===== config.mk =====
export PLATFORM = sky130hd
export DESIGN_NAME = branch_resolve_ctrl
export DESIGN_NICKNAME = d
export VERILOG_FILES = /design/src/rtl/branch_resolve_ctrl.sv
export SDC_FILE = /design/constraint.sdc
export NUM_CORES = 1
export LEC_CHECK = 0
export BUFFER_PORTS_ARGS = -buffer_cell sky130_fd_sc_hd__buf_2
export CORE_MARGIN = 8
export CORE_UTILIZATION = 40
export DETAILED_ROUTE_END_ITERATION = 7
export GPL_TIMING_DRIVEN = 0
export PLACE_DENSITY = 0.63
export SYNTH_ARGS = -nofsm -noshare
export SYNTH_HDL_FRONTEND = slang
export SYNTH_SLANG_ARGS = --single-unit

===== constraint.sdc =====
create_clock -name clk -period 6.6 [get_ports clk]
set_clock_uncertainty 0.15 [all_clocks]
set_input_delay 0.33 -clock clk [delete_from_list [all_inputs] [get_ports clk]]
set_output_delay 0.33 -clock clk [all_outputs]
set_load 0.01 [all_outputs]

===== src/rtl/branch_resolve_ctrl.sv =====
// ---------------------------------------------------------------------------
// branch_resolve_ctrl
//
// Control-flow recovery around the execute-stage branch condition unit.
// Keeps a bimodal branch history table (BHT) of 2-bit saturating counters,
// supplies a combinational taken/not-taken prediction to fetch, and checks
// each resolved conditional branch against the prediction carried down the
// pipe. A mispredict starts a flush/redirect sequence that squashes younger
// instructions and steers fetch to the corrected PC.
//
// Optional feature macro: BRANCH_RESOLVE_PERF_EN
//   When defined, adds 32-bit wrapping counters of accepted resolutions
//   (perf_branches) and of mispredicts (perf_mispredicts).
//
// Ports:
//   clk              in   system clock, rising edge
//   rst_n            in   asynchronous active-low reset
//   pred_pc          in   fetch-stage PC to predict
//   pred_taken       out  prediction for pred_pc (counter MSB), combinational
//   res_valid        in   execute stage holds a valid instruction
//   res_is_branch    in   instruction is a conditional branch
//   res_pc           in   PC of the resolving instruction
//   res_taken        in   actual outcome from the branch condition unit
//   res_pred_taken   in   prediction made at fetch, piped down
//   res_target       in   computed branch target
//   res_next_pc      in   fall-through PC
//   flush            out  squash IF/ID/EX younger instructions
//   redirect_valid   out  one-cycle pulse, fetch loads redirect_pc
//   redirect_pc      out  corrected fetch address
//   busy             out  recovery in progress, resolutions ignored
//   perf_branches    out  accepted resolutions   (BRANCH_RESOLVE_PERF_EN only)
//   perf_mispredicts out  mispredicts            (BRANCH_RESOLVE_PERF_EN only)
// ---------------------------------------------------------------------------
module branch_resolve_ctrl #(
    parameter int unsigned XLEN         = 32,
    parameter int unsigned BHT_IDX_W    = 6,
    parameter int unsigned FLUSH_CYCLES = 2
) (
    input  logic            clk,
    input  logic            rst_n,
    input  logic [XLEN-1:0] pred_pc,
    output logic            pred_taken,
    input  logic            res_valid,
    input  logic            res_is_branch,
    input  logic [XLEN-1:0] res_pc,
    input  logic            res_taken,
    input  logic            res_pred_taken,
    input  logic [XLEN-1:0] res_target,
    input  logic [XLEN-1:0] res_next_pc,
    output logic            flush,
    output logic            redirect_valid,
    output logic [XLEN-1:0] redirect_pc,
`ifdef BRANCH_RESOLVE_PERF_EN
    output logic [31:0]     perf_branches,
    output logic [31:0]     perf_mispredicts,
`endif
    output logic            busy
);

    localparam int unsigned BhtEntries = 1 << BHT_IDX_W;
    localparam logic [1:0]  CtrReset   = 2'b01;   // weakly not-taken
    localparam logic [3:0]  FlushLast  = 4'(FLUSH_CYCLES - 1);

    typedef enum logic [0:0] {
        StIdle,
        StFlush
    } state_e;

    state_e                 state_q, state_d;
    logic [3:0]             flush_cnt_q, flush_cnt_d;
    logic                   redirect_valid_q;
    logic [XLEN-1:0]        redirect_pc_q, redirect_pc_d;
    logic [1:0]             bht_q [BhtEntries];

    logic [BHT_IDX_W-1:0]   pred_idx;
    logic [BHT_IDX_W-1:0]   res_idx;
    logic [1:0]             res_ctr;
    logic [1:0]             res_ctr_upd;
    logic                   accept;
    logic                   mispredict;

    // Only the word-index bits of the PCs address the table.
    logic                   unused_pc_bits;
    assign unused_pc_bits = ^{pred_pc[XLEN-1:BHT_IDX_W+2], pred_pc[1:0],
                              res_pc[XLEN-1:BHT_IDX_W+2], res_pc[1:0]};

    // ---------------------------------------------------------------------
    // Prediction: plain table read, no bypass of a same-cycle update.
    // ---------------------------------------------------------------------
    assign pred_idx   = pred_pc[BHT_IDX_W+1:2];
    assign pred_taken = bht_q[pred_idx][1];

    // ---------------------------------------------------------------------
    // Resolution
    // ---------------------------------------------------------------------
    assign res_idx    = res_pc[BHT_IDX_W+1:2];
    assign res_ctr    = bht_q[res_idx];
    assign accept     = res_valid && res_is_branch && (state_q == StIdle);
    assign mispredict = accept && (res_taken != res_pred_taken);

    always_comb begin
        res_ctr_upd = res_ctr;
        if (res_taken) begin
            if (res_ctr != 2'b11) begin
                res_ctr_upd = res_ctr + 2'b01;
            end
        end else begin
            if (res_ctr != 2'b00) begin
                res_ctr_upd = res_ctr - 2'b01;
            end
        end
    end

    always_ff @(posedge clk or negedge rst_n) begin
        if (!rst_n) begin
            for (int i = 0; i < BhtEntries; i++) begin
                bht_q[i] <= CtrReset;
            end
        end else if (accept) begin
            bht_q[res_idx] <= res_ctr_upd;
        end
    end

    // ---------------------------------------------------------------------
    // Flush / redirect FSM
    // ---------------------------------------------------------------------
    always_comb begin
        state_d       = state_q;
        flush_cnt_d   = flush_cnt_q;
        redirect_pc_d = redirect_pc_q;
        unique case (state_q)
            StIdle: begin
                if (mispredict) begin
                    state_d       = StFlush;
                    // Counts the remaining flush cycles after this entry edge.
                    flush_cnt_d   = FlushLast;
                    redirect_pc_d = res_taken ? res_target : res_next_pc;
                end
            end
            StFlush: begin
                if (flush_cnt_q == 4'd0) begin
                    state_d = StIdle;
                end else begin
                    flush_cnt_d = flush_cnt_q - 4'd1;
                end
            end
            default: begin
                state_d     = StIdle;
                flush_cnt_d = 4'd0;
            end
        endcase
    end

    always_ff @(posedge clk or negedge rst_n) begin
        if (!rst_n) begin
            state_q          <= StIdle;
            flush_cnt_q      <= 4'd0;
            redirect_valid_q <= 1'b0;
            redirect_pc_q    <= '0;
        end else begin
            state_q          <= state_d;
            flush_cnt_q      <= flush_cnt_d;
            // Mispredicts are only taken in IDLE, so this is a single pulse.
            redirect_valid_q <= mispredict;
            redirect_pc_q    <= redirect_pc_d;
        end
    end

    assign flush          = (state_q == StFlush);
    assign busy           = (state_q == StFlush);
    assign redirect_valid = redirect_valid_q;
    assign redirect_pc    = redirect_pc_q;

`ifdef BRANCH_RESOLVE_PERF_EN
    // ---------------------------------------------------------------------
    // Performance counters, free-running with natural 32-bit wrap.
    // ---------------------------------------------------------------------
    logic [31:0] perf_branches_q;
    logic [31:0] perf_mispredicts_q;

    always_ff @(posedge clk or negedge rst_n) begin
        if (!rst_n) begin
            perf_branches_q    <= 32'd0;
            perf_mispredicts_q <= 32'd0;
        end else begin
            if (accept) begin
                perf_branches_q <= perf_branches_q + 32'd1;
            end
            if (mispredict) begin
                perf_mispredicts_q <= perf_mispredicts_q + 32'd1;
            end
        end
    end

    assign perf_branches    = perf_branches_q;
    assign perf_mispredicts = perf_mispredicts_q;
`endif

endmodule


# Yosys cells after proc, flatten, opt, wreduce, memory -nomap -nowiden
# Cells that the tools add are included.
word_totals:
  input_bits: 134
  ff_bits: 166
  out_inout_bits: 36
op_classes:
  addsub: 3
  n_reduce_logical: 8
  magnitude_cmp: 3
  bitwise: 3
  eq_ne: 4
  n_mux: 19
ops:
  columns: ["op", "n"]
  rows:
  - ["$bwmux 128", 1]
  - ["$mux 32", 1]
  - ["$bmux 2 s6", 2]
  - ["$mux 2", 8]
  - ["$ge 7x7->1 const B", 2]
  - ["$not 6->7", 2]
  - ["$demux 2 s6", 1]
  - ["$mux 4", 2]
  - ["$pmux 4 s2", 1]
  - ["$lt 7x1->1 const B", 1]
  - ["$ne 2x2->1 const B", 3]
  - ["$logic_and 1x1->1", 4]
  - ["$logic_not 4->1", 1]
  - ["$reduce_and 2->1", 2]
  - ["$sub 4x1->4 const B", 1]
  - ["$add 2x1->2 const B", 1]
  - ["$mux 1", 2]
  - ["$pmux 1 s2", 1]
  - ["$reduce_bool 2->1", 1]
  - ["$sub 2x1->2 const B", 1]
  - ["$ne 1x1->1", 1]
  - ["$not 1->1", 1]

# Depth between registers and ports, before layout
depth:
  depth_word: 8
  ltp_mapped: 12
  mapped_depth_nobuf: 7

# Least setup slack after synthesis
# Ideal clock, no wire load.
synth_path:
  kind: "input to output"
  from: "input pred_pc[2]"
  to: "output pred_taken"
  stages: 5
  arrival_time_ps: 2770
  t_required_ps: 6120
  path_slack_ps: 3350
  cell_sequence: "clkbuf_1 buf_1 mux4_2 mux4_2 mux4_2"
synth_between:
  elab_chain_len: 4
synth_lines:
  columns: ["element", "line", "rtl"]
  rows:
  - ["start: declaration", "41", "input logic [XLEN-1:0] pred_pc,"]
  - ["$not 6->7 (implied by the code)", "91", "assign pred_taken = bht_q[pred_idx][1];"]
  - ["$bmux 2 s6", "91", null]
  - ["$mux 2 (implied by the code) (2 in series)", "91", null]
  - ["end: declaration", "42", "output logic pred_taken,"]
# No other way between the ends. The select of a mux whose other input is x is not followed.

# Final worst setup path
# Same ends and word-level chain as after synthesis.

==> out/metrics.cfg <==
[placement]
gp_congestion = 0.8424
port_buffers = 113
place_area_um2 = 9758
placed_cells = 1292
pre_cts_ws_ps = 2664
hpwl_mm = 17.94

[floorplan]
ioPinCount = 170
core.rowCount = 54
dieArea_um2 = 27000
fp.dieH_um = 164.3
core_um2 = 21690
fp.dieW_um = 164.3
start_util_pct = 40.57

[cts]
clock_path_buffers = 2
hold_buffers = 1
htreeDepth = 4
post_cts_resized = 0
cts_root_buf = clkbuf_16
cts_setup_buffers = 0
clk_latency_ps = 440
cts_sinks = 166
clkTransAtPathRegs_ps = 70
cts_tree = done
cts_inserted_buffers = 17

[timing]
relSlewSlack_pct = 6.281
rsz0062_at_grt = no
slew_viol_final = 0
finalSetupViolCount = 0
final_hold_viol_count = 0
fin_crit_ps = 3862
finalWorstSetupSlack_ps = 2738
setup-tns-final_ps = 0
worstMarginPinSlew_ps = 1395
fmax_ghz = 0.2589
holdWs_ps = 36.19
min_period_over_period_pct = 58.52

[outcome]
run_status = finished clean

[synth]
synth_edf_count = 0
async_flop_share_pct = 100.0
netlist.area_leader.share_pct = 29.01
ys_seq_area_share_pct = 48.12
avgSynthCellArea_um2 = 9.799
ys_top_cells_by_area = dfrtp_1 (29%), dfstp_2 (19%), mux4_2 (10%), nor2_1 (7.0%), nand2_1 (6.4%)
yosysUniqueCellTypes = 57
synth_ff_type = dfrtp_1
synthesis.nets = 1033
synth_common_cells = nor2_1 (165), nand2_1 (150), dfrtp_1 (102)
post-synth-top-count-cell = nor2_1
ys_warn_count = 0
ys_ff_latch = 166
syn-cell-area_um2 = 8800
synthCells = 898
yosysTopAreaCell = dfrtp_1

[global_route]
antenna_found_initial = 0
grt_usage_pct = 19.30
grt_pass1_wl_mm = 40.47
grt_max_degree = 97
grt_pass1_vias = 7247
gr-total-overflow = 0

[finish]
nFillCells = 2013
stdcell_area_um2 = 10380
multi_input_area_um2 = 4224
seqCellArea_um2 = 4234
final_util_pct = 47.84
finalNetCount = 1167
finalNonFillerCells = 1326
drive_gt1_share_pct = 29.38
area.growth.synth_to_final_pct = 17.90

[routing]
dr_wl_met2_mm = 12.44
postRouteWirelength_mm = 25.52
drt.antenna.violating_nets = 0
highest_layer = met4
drt-initial-drc-count = 709
drt-pass1-iter-count = 7
dr_wl_met3_mm = 1.479
via_per_inst = 5.426
vias = 7195
remaining_drc_errors = 0
routedWlPerCell_um = 19.25
wl_met1_mm = 11.13

[setup_path]
cp_cell_sequence = clkbuf_1 -> buf_1 -> mux4_2 -> mux4_2 -> mux4_2 -> buf_2
slowest_delay_ps = 790
start_kind = input pin
required_ps = 6120
cp-end-kind = primary output
worst-setup-path-type = input pin to primary output
cp_common_cell = mux4_2
cp_max_fo = 10
cp_top_family = multiplexers
cp.arrival_ps = 3380
crit_buf_inv = 3
cpMaxStageDelayCell = buf_1

[power_and_ir_drop]
leakage_nw = 4.246
ir_worst_vdd_v = 0.0001778
power_density_nw_per_um2 = 299.8
finalPower_mw = 3.111

[min_path]
hold_path_class = input pin to register

[job]
maxCapViolCount = 0

-- worst reg2reg max path, delay by kind of cell (launching register included) --
kind            cells  cell delay, ps
compound gates      3             700
mux                 1             490
flops               1             370
fa+ha+maj           1             330
simple gates        2             290
buf+inv             1             280
-- area by class of cell --
cell class | count | share of cell area, %
clock inverter | 14 | 1.592
inverter | 6 | 0.2171
buffer | 58 | 3.123
multi-input combinational | 668 | 40.71
antenna | 1 | 0.02412
sequential | 166 | 40.81
clock buffer | 18 | 4.233
tap | 280 | 3.377
timing repair buffer | 115 | 5.909
-- registers in the layout, summed over array words and instances, names as in the netlist --
name and flops:
bht_q 128, busy 1, flush_cnt_q 4, redirect_pc 32, redirect_valid 1
-- layout by cell type (no fill, tap or decap), types with 3 or more instances in the layout --
cell type,n
inv_6,3
a31oi_1,5
clkbuf_16,17
a22oi_1,3
a21oi_1,82
nor2_1,165
nand2_1,150
nand3_1,3
clkinv_4,3
mux4_2,39
o22ai_1,6
a22o_1,4
dfstp_2,64
buf_4,4
nor2b_1,6
clkbuf_1,22
or2_2,3
buf_6,10
inv_1,5
nand2b_1,8
dfrtp_1,102
mux2_2,3
a21oi_2,16
nor3_1,4
mux2i_1,50
buf_2,125
o21ai_0,8
nand3b_1,5
a221oi_1,3
o31ai_1,3
inv_8,3
and2_1,4
buf_1,9
o21ai_1,60
-- routing by layer --
layer	vias up	global-route usage [%]
met2	212	30.86
met1	3532	25.98
met4	0	5.537
met5	-	0
met3	42	4.060
li1	3409	-
-- worst paths after layout --
kind | from | to | slack (ps) | depth (start not counted)
max | pred_pc[2] | pred_taken | 2740 | 6
min | res_next_pc[8] | redirect_pc[8]$_DFFE_PN0P_ | 40 | 3
max reg2reg | bht_q[32]$_DFFE_PN1P_ | bht_q[27]$_DFFE_PN0P_ | 3850 | 8
min reg2reg | bht_q[98]$_DFFE_PN1P_ | bht_q[98]$_DFFE_PN1P_ | 340 | 2
max in group asynchronous | rst_n | bht_q[100]$_DFFE_PN1P_ | 5070 | 3
min in group asynchronous | rst_n | bht_q[55]$_DFFE_PN0P_ | 300 | 2
-- report_power, final --
group,internal [mW],total (mW),switching (mW)
Sequential,1.25,1.37,0.121
Combinational,0.301,0.701,0.400
Clock,0.579,1.04,0.458
Total,2.13,3.11,0.979
-- cells by family after synthesis --
group / after synthesis / synth area share [%]
compound gates: 209 / 14.39
xor+xnor: 3 / 0.2986
fa+ha+maj: 3 / 0.3981
buf+inv: 64 / 3.939
flops: 166 / 48.12
mux: 92 / 16.05
simple gates: 361 / 16.81
Note: power is estimated with default switching activity, not from simulation.
